--- config.mk ---
export PLATFORM = sky130hd
export DESIGN_NAME = mux_n_para1_registrado
export DESIGN_NICKNAME = d
export VERILOG_FILES = /design/src/rtl/mux_n_para1_registrado.sv
export SDC_FILE = /design/constraint.sdc
export NUM_CORES = 1
export LEC_CHECK = 0
export BUFFER_PORTS_ARGS = -buffer_cell sky130_fd_sc_hd__buf_2
export CAP_MARGIN = 20
export CORE_MARGIN = 3
export CORE_UTILIZATION = 42
export DETAILED_ROUTE_END_ITERATION = 10
export HOLD_SLACK_MARGIN = 0.03
export PLACE_DENSITY_LB_ADDON = 0.15
export SYNTH_ARGS = -nofsm -noshare
export SYNTH_HDL_FRONTEND = slang
export SYNTH_SLANG_ARGS = --single-unit
--- constraint.sdc ---
create_clock -name clk -period 1.55 [get_ports clk]
set_input_delay 0.0775 -clock clk [delete_from_list [all_inputs] [get_ports clk]]
set_output_delay 0.0775 -clock clk [all_outputs]
set_load 0.05 [all_outputs]
--- src/rtl/mux_n_para1_registrado.sv ---
// N-to-1 bus multiplexer with a registered output stage and a valid/ready handshake.
// Captures a manually selected channel on request, or scans all channels round-robin.
module mux_n_para1_registrado #(
  parameter int WIDTH = 8,
  parameter int N_IN  = 4,
  localparam int SEL_W = (N_IN > 1) ? $clog2(N_IN) : 1
) (
  input  logic                  clk,
  input  logic                  rst,
  input  logic [N_IN*WIDTH-1:0] in_bus,
  input  logic [SEL_W-1:0]      sel,
  input  logic                  mode,
  input  logic                  load,
  input  logic                  out_ready,
  output logic [WIDTH-1:0]      out_data,
  output logic                  out_valid,
  output logic [SEL_W-1:0]      out_chan,
  output logic                  frame_done,
  output logic                  sel_err
);

  localparam logic [SEL_W-1:0] LAST_CH = SEL_W'(N_IN - 1);

  logic             w_can_load;
  logic             w_cap_scan;
  logic             w_cap_man;
  logic             w_sel_oor;
  logic [SEL_W-1:0] w_idx;
  logic [WIDTH-1:0] w_ch_data;

  logic [WIDTH-1:0] r_data;
  logic             r_valid;
  logic [SEL_W-1:0] r_chan;
  logic             r_frame_done;
  logic             r_sel_err;
  logic [SEL_W-1:0] r_ptr;

  // Single output stage: a new sample may enter only if the slot is empty or being drained.
  assign w_can_load = !r_valid || out_ready;
  assign w_cap_scan = w_can_load && mode;
  assign w_cap_man  = w_can_load && !mode && load;
  assign w_idx      = mode ? r_ptr : sel;

  // Out-of-range selects exist only when N_IN leaves unused codes in the select field.
  if ((1 << SEL_W) == N_IN) begin : g_sel_full
    assign w_sel_oor = 1'b0;
  end else begin : g_sel_partial
    assign w_sel_oor = (sel >= SEL_W'(N_IN));
  end

  // An index that matches no channel falls through to the all-zeros default.
  always_comb begin
    w_ch_data = '0;
    for (int k = 0; k < N_IN; k++) begin
      if (w_idx == SEL_W'(k)) w_ch_data = in_bus[k*WIDTH +: WIDTH];
    end
  end

  // NOTE: sequential state uses non-blocking assignments so every register samples
  // pre-edge values; reset is asynchronous and discards any sample in flight.
  always_ff @(posedge clk or posedge rst) begin
    if (rst) begin
      r_data       <= '0;
      r_valid      <= 1'b0;
      r_chan       <= '0;
      r_frame_done <= 1'b0;
      r_sel_err    <= 1'b0;
      r_ptr        <= '0;
    end else begin
      r_frame_done <= w_cap_scan && (r_ptr == LAST_CH);

      if (w_cap_scan || w_cap_man) begin
        r_data  <= w_ch_data;
        r_chan  <= w_idx;
        r_valid <= 1'b1;
      end else if (out_ready) begin
        r_valid <= 1'b0;
      end

      if (w_cap_man && w_sel_oor) r_sel_err <= 1'b1;

      if (!mode) begin
        r_ptr <= '0;
      end else if (w_cap_scan) begin
        r_ptr <= (r_ptr == LAST_CH) ? '0 : r_ptr + 1'b1;
      end
    end
  end

  assign out_data   = r_data;
  assign out_valid  = r_valid;
  assign out_chan   = r_chan;
  assign frame_done = r_frame_done;
  assign sel_err    = r_sel_err;

endmodule

==> run_results.csv <==
group,metric,value,unit
place,gp_congestion,0.719,
routing,drtPass1Iterations,4,
global_route,grt_pass1_wl,3130,µm
cells_and_area,fin_nets,168,
sta,relSlewSlack,0.646,
floorplanning,die_y,50.8,µm
clocking,postCtsSetupRepairBufs,0,
global_route,grt_pass1_vias,765,
cells_and_area,n_fill_cell,171,
sta,min_period,1.44,ns
synthesis,synthCells,73,
pwr,power_leakage,0.599,nW
routing,vias,763,
synthesis,yosysSeqAreaShare,0.416,
clocking,path_clk_slew,0.08,ns
sta,final-setup-viol-count,0,
sta,fin_setup_tns,0,ns
sta,hold_slack,0.0663,ns
routing,wirelength,1990,µm
cells_and_area,fin_area,1170,µm²
critical_path,required,1.71,ns
cells_and_area,syn_to_final_growth,38.6,%
place,dpl-instance-area,1120,µm²
critical_path,cp_max_fo,11,
cells_and_area,n_antenna_cell,0,
synthesis,synthesis.area,842,µm²
place,port_buffers,50,
place,dp.cells,146,
cells_and_area,layout-drive-gt1-share,0.595,
clocking,cts_sinks,14,
floorplanning,initial_core_util,0.467,
flow_run,cap_violations,0,
routing,routedWlPerCell,13.2,µm
clocking,tritoncts,"yes",
cells_and_area,regArea,350,µm²
hold_path,hold_class,"in -> reg",
routing,antenna_left,0,
critical_path,worstSetupPathType,"reg -> reg",
sta,post-route-period-util,0.926,
clocking,cts_root_buf,"clkbuf_4",
sta,hold_viol,0,
pwr,ir_worst_vdd,467,µV
global_route,grt_start_max_net_pins,21,
routing,drc,0,
clocking,clock_latency,0.27,ns
clocking,cts_buffers,3,
critical_path,startpoint_type,"flop",
sta,fin_skew,0.000607,ns
cells_and_area,instances_no_fill,151,
floorplanning,core-area,1800,µm²
critical_path,crit_path_end_kind,"flop",
pwr,power_density,1060,nW/µm²
outcome,status,"finished, final reports clean",
synthesis,synth-seq-cells,14,
synthesis,synth_fp_nets,113,
global_route,grt_antenna_before_repair,0,
sta,worst_pin_slew,0.530,ns
floorplanning,dieArea,2580,µm²
cells_and_area,multi_input_area,452,µm²
sta,rsz0062_at_grt,"no",
floorplanning,fp-row-count,15,
floorplanning,pin_count,52,
global_route,grt_overflow_total,0,
critical_path,critPathArrivalTime,1.59,ns
sta,drv_slew,0,
synthesis,synth_area_per_cell,11.5,µm²
sta,max_freq,697,MHz
clocking,cts.path.max_buffers,2,
floorplanning,die_w,50.8,µm
routing,drtIter0Drc,8,
routing,vias_per_cell,5.05,
synthesis,netlist-cell-type-count,21,
global_route,track_usage,0.167,
clocking,htree_levels,1,
synthesis,ys_warn_count,0,
-- final timing paths --
check / start / to / slack, ns / cells past startpoint
worst max-delay path: r_ptr[1] / out_data[6] / 0.11 / 5
worst min-delay path: in_bus[3] / out_data[3] / 0.07 / 3
worst max register to register: r_ptr[1] / out_data[6] / 0.11 / 5
worst min register to register: out_chan[1] / out_chan[1] / 0.53 / 2
max in group asynchronous: rst / r_ptr[0] / 0.83 / 3
min in group asynchronous: rst / out_chan[0] / 0.37 / 3
-- logic make-up after synthesis --
logic type,count (synthesis),share of synthesized area
AO/OA/AOI/OAI,26,0.238
XOR/XNOR,1,0.0104
adder cells (fa/ha/maj),1,0.0149
buffers and inverters,8,0.0579
flip-flops,14,0.416
multiplexers,11,0.178
other,1,0.00445
AND/OR/NAND/NOR,11,0.0802
-- power by group --
group	leakage (nW)	internal (mW)	switching, mW
logic	0.425	0.206	0.366
clock network	0.0138	0.0900	0.113
registers	0.160	0.426	0.0325
total	0.599	0.722	0.511
-- stage by stage --
stage	util	total power, mW	setup WS, ns
floorplan	-	0.886	0.0641
global placement	0.619	1.02	0.147
detailed placement	0.619	1.03	0.0987
CTS	0.643	1.24	0.0811
global route	0.648	1.31	0.0187
finish	0.648	1.23	0.115
-- final cells by class --
| class | count | area share |
|---|---|---|
| multi-input cells | 51 | 0.387 |
| flip-flops and latches | 14 | 0.300 |
| repair buffers | 57 | 0.264 |
| well taps | 25 | 0.0268 |
| clock buffers | 3 | 0.0193 |
| inverters | 1 | 0.00322 |
-- state kept, by name, indices dropped and copies added, names as in the netlist --
register and flops:
out_data 8, out_chan 2, r_ptr 2, frame_done 1
out_valid 1
-- cells in the mapped netlist --
cell type,number,area share
a21oi_1,10,0.059
and2_1,1,0.0074
and3_1,1,0.0074
buf_2,3,0.018
buf_4,2,0.018
buf_6,1,0.013
clkbuf_1,1,0.0045
conb_1,1,0.0045
dfrtp_1,14,0.42
ha_1,1,0.015
inv_1,1,0.0045
mux2_4,8,0.14
mux2i_1,3,0.036
nand2_1,1,0.0045
nand2b_1,2,0.015
nand4b_2,1,0.018
nor2_1,3,0.013
nor2b_1,2,0.015
o22ai_1,8,0.059
o22ai_2,8,0.12
xor2_1,1,0.010
-- worst max-delay path, cell delays in order (launching register included) --
cell and delay [ns]:
dfrtp_1 0.41, mux2i_1 0.14, buf_4 0.25, mux2_4 0.32, o22ai_2 0.10, a21oi_1 0.08
-- per-layer routing --
metal,up-vias,GRT usage,wire (µm),share of wire
met5,-,0,0,0
met4,0,0.126,38,0.019
met3,4,0.0237,134,0.067
met2,35,0.293,1020,0.51
met1,349,0.177,794,0.40
li1,375,-,-,-
-- cell usage in the layout, fill, tap and decap left out, types with 2 or more instances in the layout --
cell / Yosys / layout
mux2_4: 8 / 8
buf_4: 2 / 5
nor2b_1: 2 / 2
dlygate4sd3_1: 0 / 2
o22ai_2: 8 / 8
clkbuf_4: 0 / 3
dfrtp_1: 14 / 14
buf_2: 3 / 50
a21oi_1: 10 / 10
o22ai_1: 8 / 8
mux2i_1: 3 / 3
nand2b_1: 2 / 2
nor2_1: 3 / 3
-- repair_timing --
| item | 4_1_cts | 5_1_grt |
|---|---|---|
| setup endpoints to repair | 0 | 4 |
| hold buffers | 2 | 0 |
| endpoints found under the hold margin | 15 | 0 |
| gates resized for setup | 0 | 1 |
(Power assumes the default switching activity.)
